**config.mk**
```make
export PLATFORM = sky130hd
export DESIGN_NAME = nios_sampler_pio_key_inputs
export DESIGN_NICKNAME = d
export VERILOG_FILES = /design/src/rtl/nios_sampler_pio_key_inputs.sv
export SDC_FILE = /design/constraint.sdc
export NUM_CORES = 1
export LEC_CHECK = 0
export CAP_MARGIN = 10
export CORE_MARGIN = 2
export CORE_UTILIZATION = 47
export DETAILED_ROUTE_END_ITERATION = 16
export PLACE_DENSITY = 0.84
export SLEW_MARGIN = 20
export SYNTH_ARGS = -nofsm -noshare
export SYNTH_HDL_FRONTEND = slang
export SYNTH_SLANG_ARGS = --single-unit
```
**constraint.sdc**
```tcl
create_clock -name clk -period 1.85 [get_ports clk]
set_input_delay 0.37 -clock clk [delete_from_list [all_inputs] [get_ports clk]]
set_output_delay 0.37 -clock clk [all_outputs]
set_load 0.01 [all_outputs]
```
**src/rtl/nios_sampler_pio_key_inputs.sv**
```systemverilog
// Avalon-MM input PIO: synchronizes and debounces external keys, latches edges into a
// sticky capture register and raises a maskable level interrupt.
module nios_sampler_pio_key_inputs #(
    parameter int unsigned WIDTH           = 4,
    parameter int unsigned DEBOUNCE_CYCLES = 50000,
    parameter int unsigned EDGE_TYPE       = 1
) (
    input  logic             clk,
    input  logic             reset_n,
    input  logic [2:0]       address,
    input  logic             chipselect,
    input  logic             write_n,
    input  logic [31:0]      writedata,
    input  logic [WIDTH-1:0] in_port,
    output logic [31:0]      readdata,
    output logic             irq
);

    localparam int unsigned CntW = (DEBOUNCE_CYCLES > 1) ? $clog2(DEBOUNCE_CYCLES) : 1;
    localparam logic [CntW-1:0] CntMax = CntW'(DEBOUNCE_CYCLES - 1);

    logic [WIDTH-1:0] s1_q, s2_q;
    logic [WIDTH-1:0] stable_q, stable_d;
    logic [CntW-1:0]  cnt_q [WIDTH];
    logic [CntW-1:0]  cnt_d [WIDTH];
    logic [WIDTH-1:0] edge_q, edge_d;
    logic [WIDTH-1:0] mask_q, mask_d;
    logic [WIDTH-1:0] rise, fall, capture, clr;
    logic             wr;
    logic             unused_wdata;

    assign wr           = chipselect & ~write_n;
    assign unused_wdata = ^writedata;

    always_comb begin
        stable_d = stable_q;
        for (int i = 0; i < int'(WIDTH); i++) begin
            cnt_d[i] = cnt_q[i];
            if (s2_q[i] == stable_q[i]) begin
                cnt_d[i] = '0;
            end else if (cnt_q[i] == CntMax) begin
                stable_d[i] = s2_q[i];
                cnt_d[i]    = '0;
            end else begin
                cnt_d[i] = cnt_q[i] + CntW'(1);
            end
        end
    end

    always_comb begin
        rise = stable_d & ~stable_q;
        fall = ~stable_d & stable_q;
        if (EDGE_TYPE == 0) begin
            capture = rise;
        end else if (EDGE_TYPE == 1) begin
            capture = fall;
        end else begin
            capture = rise | fall;
        end
        clr    = (wr && address == 3'd3) ? writedata[WIDTH-1:0] : '0;
        // A newly accepted edge beats a same-cycle clear.
        edge_d = (edge_q & ~clr) | capture;
        mask_d = (wr && address == 3'd2) ? writedata[WIDTH-1:0] : mask_q;
    end

    always_ff @(posedge clk or negedge reset_n) begin
        if (!reset_n) begin
            s1_q     <= '0;
            s2_q     <= '0;
            stable_q <= '0;
            edge_q   <= '0;
            mask_q   <= '0;
            for (int i = 0; i < int'(WIDTH); i++) begin
                cnt_q[i] <= '0;
            end
        end else begin
            s1_q     <= in_port;
            s2_q     <= s1_q;
            stable_q <= stable_d;
            edge_q   <= edge_d;
            mask_q   <= mask_d;
            for (int i = 0; i < int'(WIDTH); i++) begin
                cnt_q[i] <= cnt_d[i];
            end
        end
    end

    always_comb begin
        readdata = '0;
        unique case (address)
            3'd0:    readdata[WIDTH-1:0] = stable_q;
            3'd2:    readdata[WIDTH-1:0] = mask_q;
            3'd3:    readdata[WIDTH-1:0] = edge_q;
            default: readdata = '0;
        endcase
    end

    assign irq = |(edge_q & mask_q);

endmodule
```
==> impl_metrics.json, run 1 <==
{
  "drt-pass1-iter-count": 4,
  "grt_pass1_wl_um": 14520,
  "synth_compound_area_share_pct": 2.409,
  "grt_usage_pct": 18.81,
  "io_pins": 76,
  "routed_via_density": 5.311,
  "holdPathStages": 0,
  "synth_edf_count": 0,
  "synthAdderAreaFrac_pct": 1.204,
  "async_reset_ff_share_pct": 100.0,
  "insertion_delay_ps": 360,
  "die_x_um": 98.03,
  "muxShareOfSynthArea_pct": 3.583,
  "numPortBuffers": 19,
  "crit_buf_inv": 1,
  "fin_ws_ps": -95.39,
  "holdPathEnd": "s2_q[0]",
  "start_kind": "flop",
  "min-delay-path-class": "reg -> reg",
  "violations": "setup timing",
  "synth_largest_area_cell": "dfrtp_1",
  "finalCriticalPeriod_ps": 1945,
  "yosysWarningCount": 0,
  "cts_root_buf": "clkbuf_8",
  "r2r_cells": 5,
  "critPathTopFamily": "simple AND/OR/NAND/NOR gates",
  "placed_area_mm2": 0.004621,
  "fmax_mhz": 514.0,
  "synth_ff_type": "dfrtp_1",
  "p_per_area_mw_per_mm2": 720.0,
  "hold_viol_final": 0,
  "pre_cts_slack_ps": -631.0,
  "numCtsBuffers": 9,
  "die_h_um": 98.03,
  "synthSimpleGateAreaFrac_pct": 23.01,
  "drive_above_1_share_pct": 21.60,
  "required_ps": 2100,
  "netlist_area_mm2": 0.004155,
  "grt_start_max_net_pins": 38,
  "r2r_setup_slack_ps": -100,
  "vdd_drop_max_v": 0.0005024,
  "crit_arrival_ps": 2190,
  "hp-start": "s1_q[0]",
  "finalCritPeriodShare_pct": 105.2,
  "dp_cells": 565,
  "fin_cells": 594,
  "start_util_pct": 48.12,
  "dieArea_mm2": 0.009609,
  "p_leak_nw": 2.130,
  "critPathSlowestCell": "or4_4",
  "yosys-top-cells-area": "dfrtp_1, xnor2_1, nor2_1",
  "drt_iter0_markers": 165,
  "rows": 34,
  "timing.rr.end": "cnt_q[46]",
  "synth_top_family_by_area": "simple AND/OR/NAND/NOR gates",
  "antenna_found_initial": 0,
  "cts.path.max_buffers": 2,
  "cp_max_fo": 8,
  "detail-route-antenna-nets": 0,
  "path_clk_slew_ps": 80,
  "max_slew_margin_pct": 50.70,
  "cts.htree.levels": 3,
  "critPathMaxStageDelay_ps": 590,
  "antennaDiodeCount": 0,
  "clkSinkCount": 84,
  "cts_tree": "built",
  "drv_slew": 0,
  "wl_per_cell_um": 14.46,
  "crit_path_end_kind": "flop",
  "yosysSeqAreaShare_pct": 50.59,
  "maxCapViolations": 0,
  "setup_viol": 34,
  "finalClockSkew_ps": 8.960,
  "synthToLayoutAreaGrowth_pct": 22.58,
  "syn_avg_cell_area_um2": 10.18,
  "grt_pass1_vias": 3139,
  "power.total_mw": 3.668,
  "drc": 0,
  "nets": 528,
  "dp_hpwl_um": 5462,
  "gp_congestion": 0.8489,
  "ys_seq_elements": 84,
  "core-area_mm2": 0.008636,
  "r2r-start": "cnt_q[42]",
  "fin_area_mm2": 0.005094,
  "path_cells": "or4_1 > or4_4 > buf_12 > nand2_8 > nor2_1",
  "outcome": "finished with violations",
  "synth_top_area_share_pct": 50.59,
  "overflow": 0,
  "rsz0062_at_grt": "yes",
  "wl_um": 8588,
  "vias": 3155,
  "yosysUniqueCellTypes": 40,
  "worstMarginPinSlew_ps": 737.0,
  "synth_xor_area_share_pct": 12.23,
  "worstSetupPathType": "reg -> reg",
  "synthCells": 408
}
-- worst max-delay path by stage --
stage / start / to / slack [ps] / depth (start not counted)
after floorplan: cnt_q[37] / stable_q[1] / -30 / 3
after global placement: address[0] / readdata[1] / -610 / 6
after detailed placement: address[0] / readdata[1] / -630 / 6
after CTS: cnt_q[4] / stable_q[3] / -100 / 3
after global routing: cnt_q[42] / cnt_q[38] / -130 / 5
final: cnt_q[42] / cnt_q[46] / -100 / 5
-- cells by family (layout without fill, tap and decap cells) --
kind of cell | after synthesis | count (layout)
AOI/OAI and AO/OA | 14 | 14
xor gates and xnor gates | 58 | 58
adders and majority gates | 4 | 4
buffers and inverters | 45 | 94
DFF | 84 | 84
muxes | 13 | 13
other | 1 | 28
and+or+nand+nor | 189 | 191
-- flip-flops by register name, indices dropped and copies added (netlist names) --
signal    flops
mask_q        4
stable_q      4
cnt_q        64
edge_q        4
s2_q          4
s1_q          4
-- where the power goes --
group | total [mW] | leakage [nW] | switching, mW | internal [mW]
clock | 1.35 | 0.102 | 0.655 | 0.694
combinational | 0.353 | 0.897 | 0.190 | 0.162
sequential | 1.97 | 1.13 | 0.0620 | 1.90
total | 3.67 | 2.13 | 0.907 | 2.76
-- metal layers --
metal  GRT usage (%)  wire length (um)  up-vias
met5               0                 0        -
met3           4.152               323       27
li1                -                 -     1487
met1           23.61              3672     1555
met2           31.09              4297       86
met4           8.761               295        0
-- cells in the final DEF (no fill, tap or decap), drive strengths merged --
cell           synthesis  layout
dfrtp                 84      84
nor2                  74      74
buf                   31      51
xnor2                 48      48
conb                   1      28
nand3                 27      27
nand2                 19      21
nor4                  17      17
nor3                  14      14
nand4                 12      12
inv                   12      12
clkbuf                 2      12
mux2                  12      12
clkdlybuf4s50          0      11
xor2                  10      10
a22oi                  6       6
nor4bb                 4       4
nand2b                 4       4
ha                     4       4
or4                    4       4
or3                    4       4
o21ai                  4       4
and3                   4       4
dlygate4sd2            0       3
a21oi                  2       2
clkinv                 0       2
or4b                   1       1
o41ai                  1       1
or4bb                  1       1
nand4bb                1       1
o2bb2ai                1       1
nor4b                  1       1
nand4b                 1       1
mux2i                  1       1
nor2b                  1       1
bufinv                 0       1
clkinvlp               0       1
dlygate4sd3            0       1
-- worst reg2reg max path, stage by stage (launching register included) --
cell,delay (ps)
dfrtp_1,370
or4_1,530
or4_4,590
buf_12,160
nand2_8,110
nor2_1,70
-- metrics by stage --
stage | util, % | setup TNS, ps | hold slack [ps]
CTS | 57.33 | -847.1 | 358.4
global placement | 53.51 | -4398 | 316.5
global route | 58.98 | -3638 | 371.8
detailed placement | 53.51 | -5388 | 319.7
finish | 58.98 | -2466 | 353.9
floorplan | - | -25.52 | 74.41
-- timing repair --
item                                   in CTS  in global routing
hold buffers                                1                  0
endpoints found under the hold margin      27                  0
setup endpoints to repair                  38                 51
pin swaps                                  10                 13
buffers inserted                            5                  6
gates cloned                                1                  1
resized for setup                          37                 21
-- Yosys cell counts (2+ instances only) --
cell type and n:
a21oi_1 2, a22oi_1 6, and3_1 3, buf_4 29, clkbuf_1 2, dfrtp_1 84
ha_1 4, inv_1 12, mux2_1 2, mux2_2 9, nand2_1 17, nand2b_1 4
nand3_1 27, nand4_1 12, nor2_1 74, nor3_1 14, nor4_1 17, nor4bb_1 4
o21ai_0 4, or3_1 4, or4_1 2, or4_4 2, xnor2_1 48, xor2_1 10
-- area by class of cell --
cell class | instances | area (um2)
Multi-Input combinational cell | 308 | 2044
Timing Repair Buffer | 66 | 564.3
Clock buffer | 12 | 155.1
Fill cell | 679 | 3542
Inverter | 12 | 45.04
Sequential cell | 84 | 2102
Clock inverter | 4 | 47.55
Tap cell | 108 | 135.1
Power figures use the tool's default switching activity.
==> run 2, diff against run 1 <==
--- a/config.mk
+++ b/config.mk
@@ -8,9 +8,10 @@
 export CAP_MARGIN = 10
 export CORE_MARGIN = 2
 export CORE_UTILIZATION = 47
+export CTS_CLUSTER_DIAMETER = 80
 export DETAILED_ROUTE_END_ITERATION = 16
 export PLACE_DENSITY = 0.84
-export SLEW_MARGIN = 20
+export SLEW_MARGIN = 10
 export SYNTH_ARGS = -nofsm -noshare
 export SYNTH_HDL_FRONTEND = slang
 export SYNTH_SLANG_ARGS = --single-unit
==> results of run 2 <==
Final layout, timing and power as in run 1 (identical DEF).
==> run 3, diff against run 2 <==
--- a/config.mk
+++ b/config.mk
@@ -5,12 +5,13 @@
 export SDC_FILE = /design/constraint.sdc
 export NUM_CORES = 1
 export LEC_CHECK = 0
-export CAP_MARGIN = 10
+export CAP_MARGIN = 5
 export CORE_MARGIN = 2
-export CORE_UTILIZATION = 47
+export CORE_UTILIZATION = 57
 export CTS_CLUSTER_DIAMETER = 80
 export DETAILED_ROUTE_END_ITERATION = 16
-export PLACE_DENSITY = 0.84
+export DONT_BUFFER_PORTS = 1
+export PLACE_DENSITY = 0.75
 export SLEW_MARGIN = 10
 export SYNTH_ARGS = -nofsm -noshare
 export SYNTH_HDL_FRONTEND = slang
==> impl_metrics.json, run 3 (synthesized netlist as in run 1, its figures left out) <==
{
  "outcome": "finished with violations",
  "violations": "hold timing, setup timing",
  "wl_met2_um": 3360,
  "detail-route-antenna-nets": 0,
  "swShare_pct": 21.74,
  "largest_reg_flops": 64,
  "path_clk_slew_ps": 80,
  "layout_commonest_cell": "dfrtp_1",
  "vdd_drop_max_v": 0.0005459,
  "min-delay-path-class": "in -> async",
  "routed_via_density": 5.269,
  "maxCapViolations": 0,
  "top_signal_layer_used": "met4",
  "internal_power_mw": 2.962,
  "vias": 2898,
  "grt_pass1_wl_um": 12470,
  "antennaDiodeCount": 0,
  "wl_um": 7446,
  "finalCriticalPeriod_ps": 1902,
  "io_pins": 76,
  "core-area_mm2": 0.007137,
  "crit_arrival_ps": 2140,
  "wl_met1_um": 3608,
  "power_frac_clock_pct": 42.7,
  "comb_power_share_pct": 5.4,
  "regMostFlops": "cnt_q",
  "numCtsBuffers": 9,
  "fin_cells": 550,
  "rsz0062_at_grt": "yes",
  "drc": 0,
  "grt_usage_pct": 20.39,
  "antenna_found_initial": 0,
  "power_switching_mw": 0.8228,
  "power_frac_seq_pct": 51.9,
  "start_kind": "flop",
  "wl_met3_um": 317,
  "numPortBuffers": 0,
  "wl_per_cell_um": 13.54,
  "timing.hold.ws_ps": -290.0,
  "drt_iter0_markers": 122,
  "dieArea_mm2": 0.007989,
  "start_util_pct": 58.22,
  "rows": 31,
  "finalCritPeriodShare_pct": 102.8,
  "gp_congestion": 0.8111,
  "die_x_um": 89.38,
  "grt_start_max_net_pins": 85,
  "drv_slew": 0,
  "cts.htree.levels": 3,
  "required_ps": 2080,
  "insertion_delay_ps": 350,
  "cp_max_fo": 4,
  "finalClockSkew_ps": 9.502,
  "overflow": 0,
  "crit_path_end_kind": "flop",
  "r2r_setup_slack_ps": -50,
  "fin_ws_ps": -51.66,
  "clkSinkCount": 84,
  "r2r_cells": 3,
  "drt-pass1-iter-count": 4,
  "grt_pass1_vias": 2753,
  "p_leak_nw": 1.969,
  "cts_root_buf": "clkbuf_8",
  "synthToLayoutAreaGrowth_pct": 12.47,
  "dp_cells": 534,
  "worstSetupPathType": "reg -> reg",
  "pre_cts_slack_ps": -71.96,
  "hold_viol_final": 84,
  "dp_hpwl_um": 5064,
  "cts_tree": "built",
  "fmax_mhz": 525.9,
  "setup_viol": 5,
  "die_h_um": 89.38,
  "cts.path.max_buffers": 2,
  "final_cell_mix": "dfrtp_1, nor2_1, xnor2_1",
  "p_per_area_mw_per_mm2": 809.9,
  "nets": 493,
  "drive_above_1_share_pct": 15.30
}
-- run 3: changes by cell type in the layout (fill, tap and decap cells not counted), moves of 4 or more --
cell	previous run	this run
buf_2	4	0
buf_4	42	33
clkdlybuf4s50_1	11	0
nor2_4	8	0
nor2_1	63	74
-- run 3: per-layer routing --
layer  up-vias  track usage [%]
met3        13            4.247
met1      1407            28.97
met5         -                0
met4         0            10.04
met2        57            29.83
li1       1421                -
-- run 3: layout make-up --
type                       count  area (um2)
fill                         564        2464
tap                           99       123.9
clock inverter                 4       95.09
timing repair buffer          33       247.7
multi-input combinational    306        1904
inverter                      12       45.04
clock buffer                  12       155.1
sequential                    84        2102
-- run 3: path summary, 6_finish.rpt --
check                              endpoint        from
worst max-delay path            stable_q[1]   cnt_q[44]
worst min-delay path              cnt_q[57]     reset_n
worst max register to register  stable_q[1]   cnt_q[44]
worst min register to register      s2_q[0]     s1_q[0]
max in group asynchronous          cnt_q[6]     reset_n
min in group clk                    s1_q[2]  in_port[2]
-- run 3: stage by stage --
step / util (%) / area, um2 / TNS [ps] / hold WS (ps) / power (mW)
after detailed placement: 61.47 / 4387 / -1014 / 77.08 / 2.197
after floorplan: - / 4257 / -25.52 / 74.41 / 2.196
after global placement: 61.47 / 4387 / -563.4 / 76.92 / 2.187
final: 65.48 / 4673 / -107.1 / -290.0 / 3.785
after global routing: 65.48 / 4673 / -973.9 / -318.3 / 3.939
after CTS: 65.15 / 4649 / -88.80 / -310.8 / 3.810
-- run 3: what timing repair did --
action	in CTS	in global routing
endpoints found under the hold margin	84	84
pin swaps	1	0
endpoints found under the setup margin	18	33
resized for setup	3	4
setup buffers	0	0
-- run 3: power groups by stage --
| stage | Combinational (mW) | Clock, mW | Sequential, mW |
|---|---|---|---|
| floorplan | 0.214 | 0 | 1.98 |
| global placement | 0.195 | 0 | 1.99 |
| detailed placement | 0.201 | 0 | 2.00 |
| CTS | 0.204 | 1.64 | 1.96 |
| global route | 0.234 | 1.73 | 1.97 |
| finish | 0.205 | 1.62 | 1.96 |
-- run 3: worst max-delay path: stages (launching register included) --
cell     delay, ps
dfrtp_1        380
or4b_1         510
or4_4          580
mux2_4         320
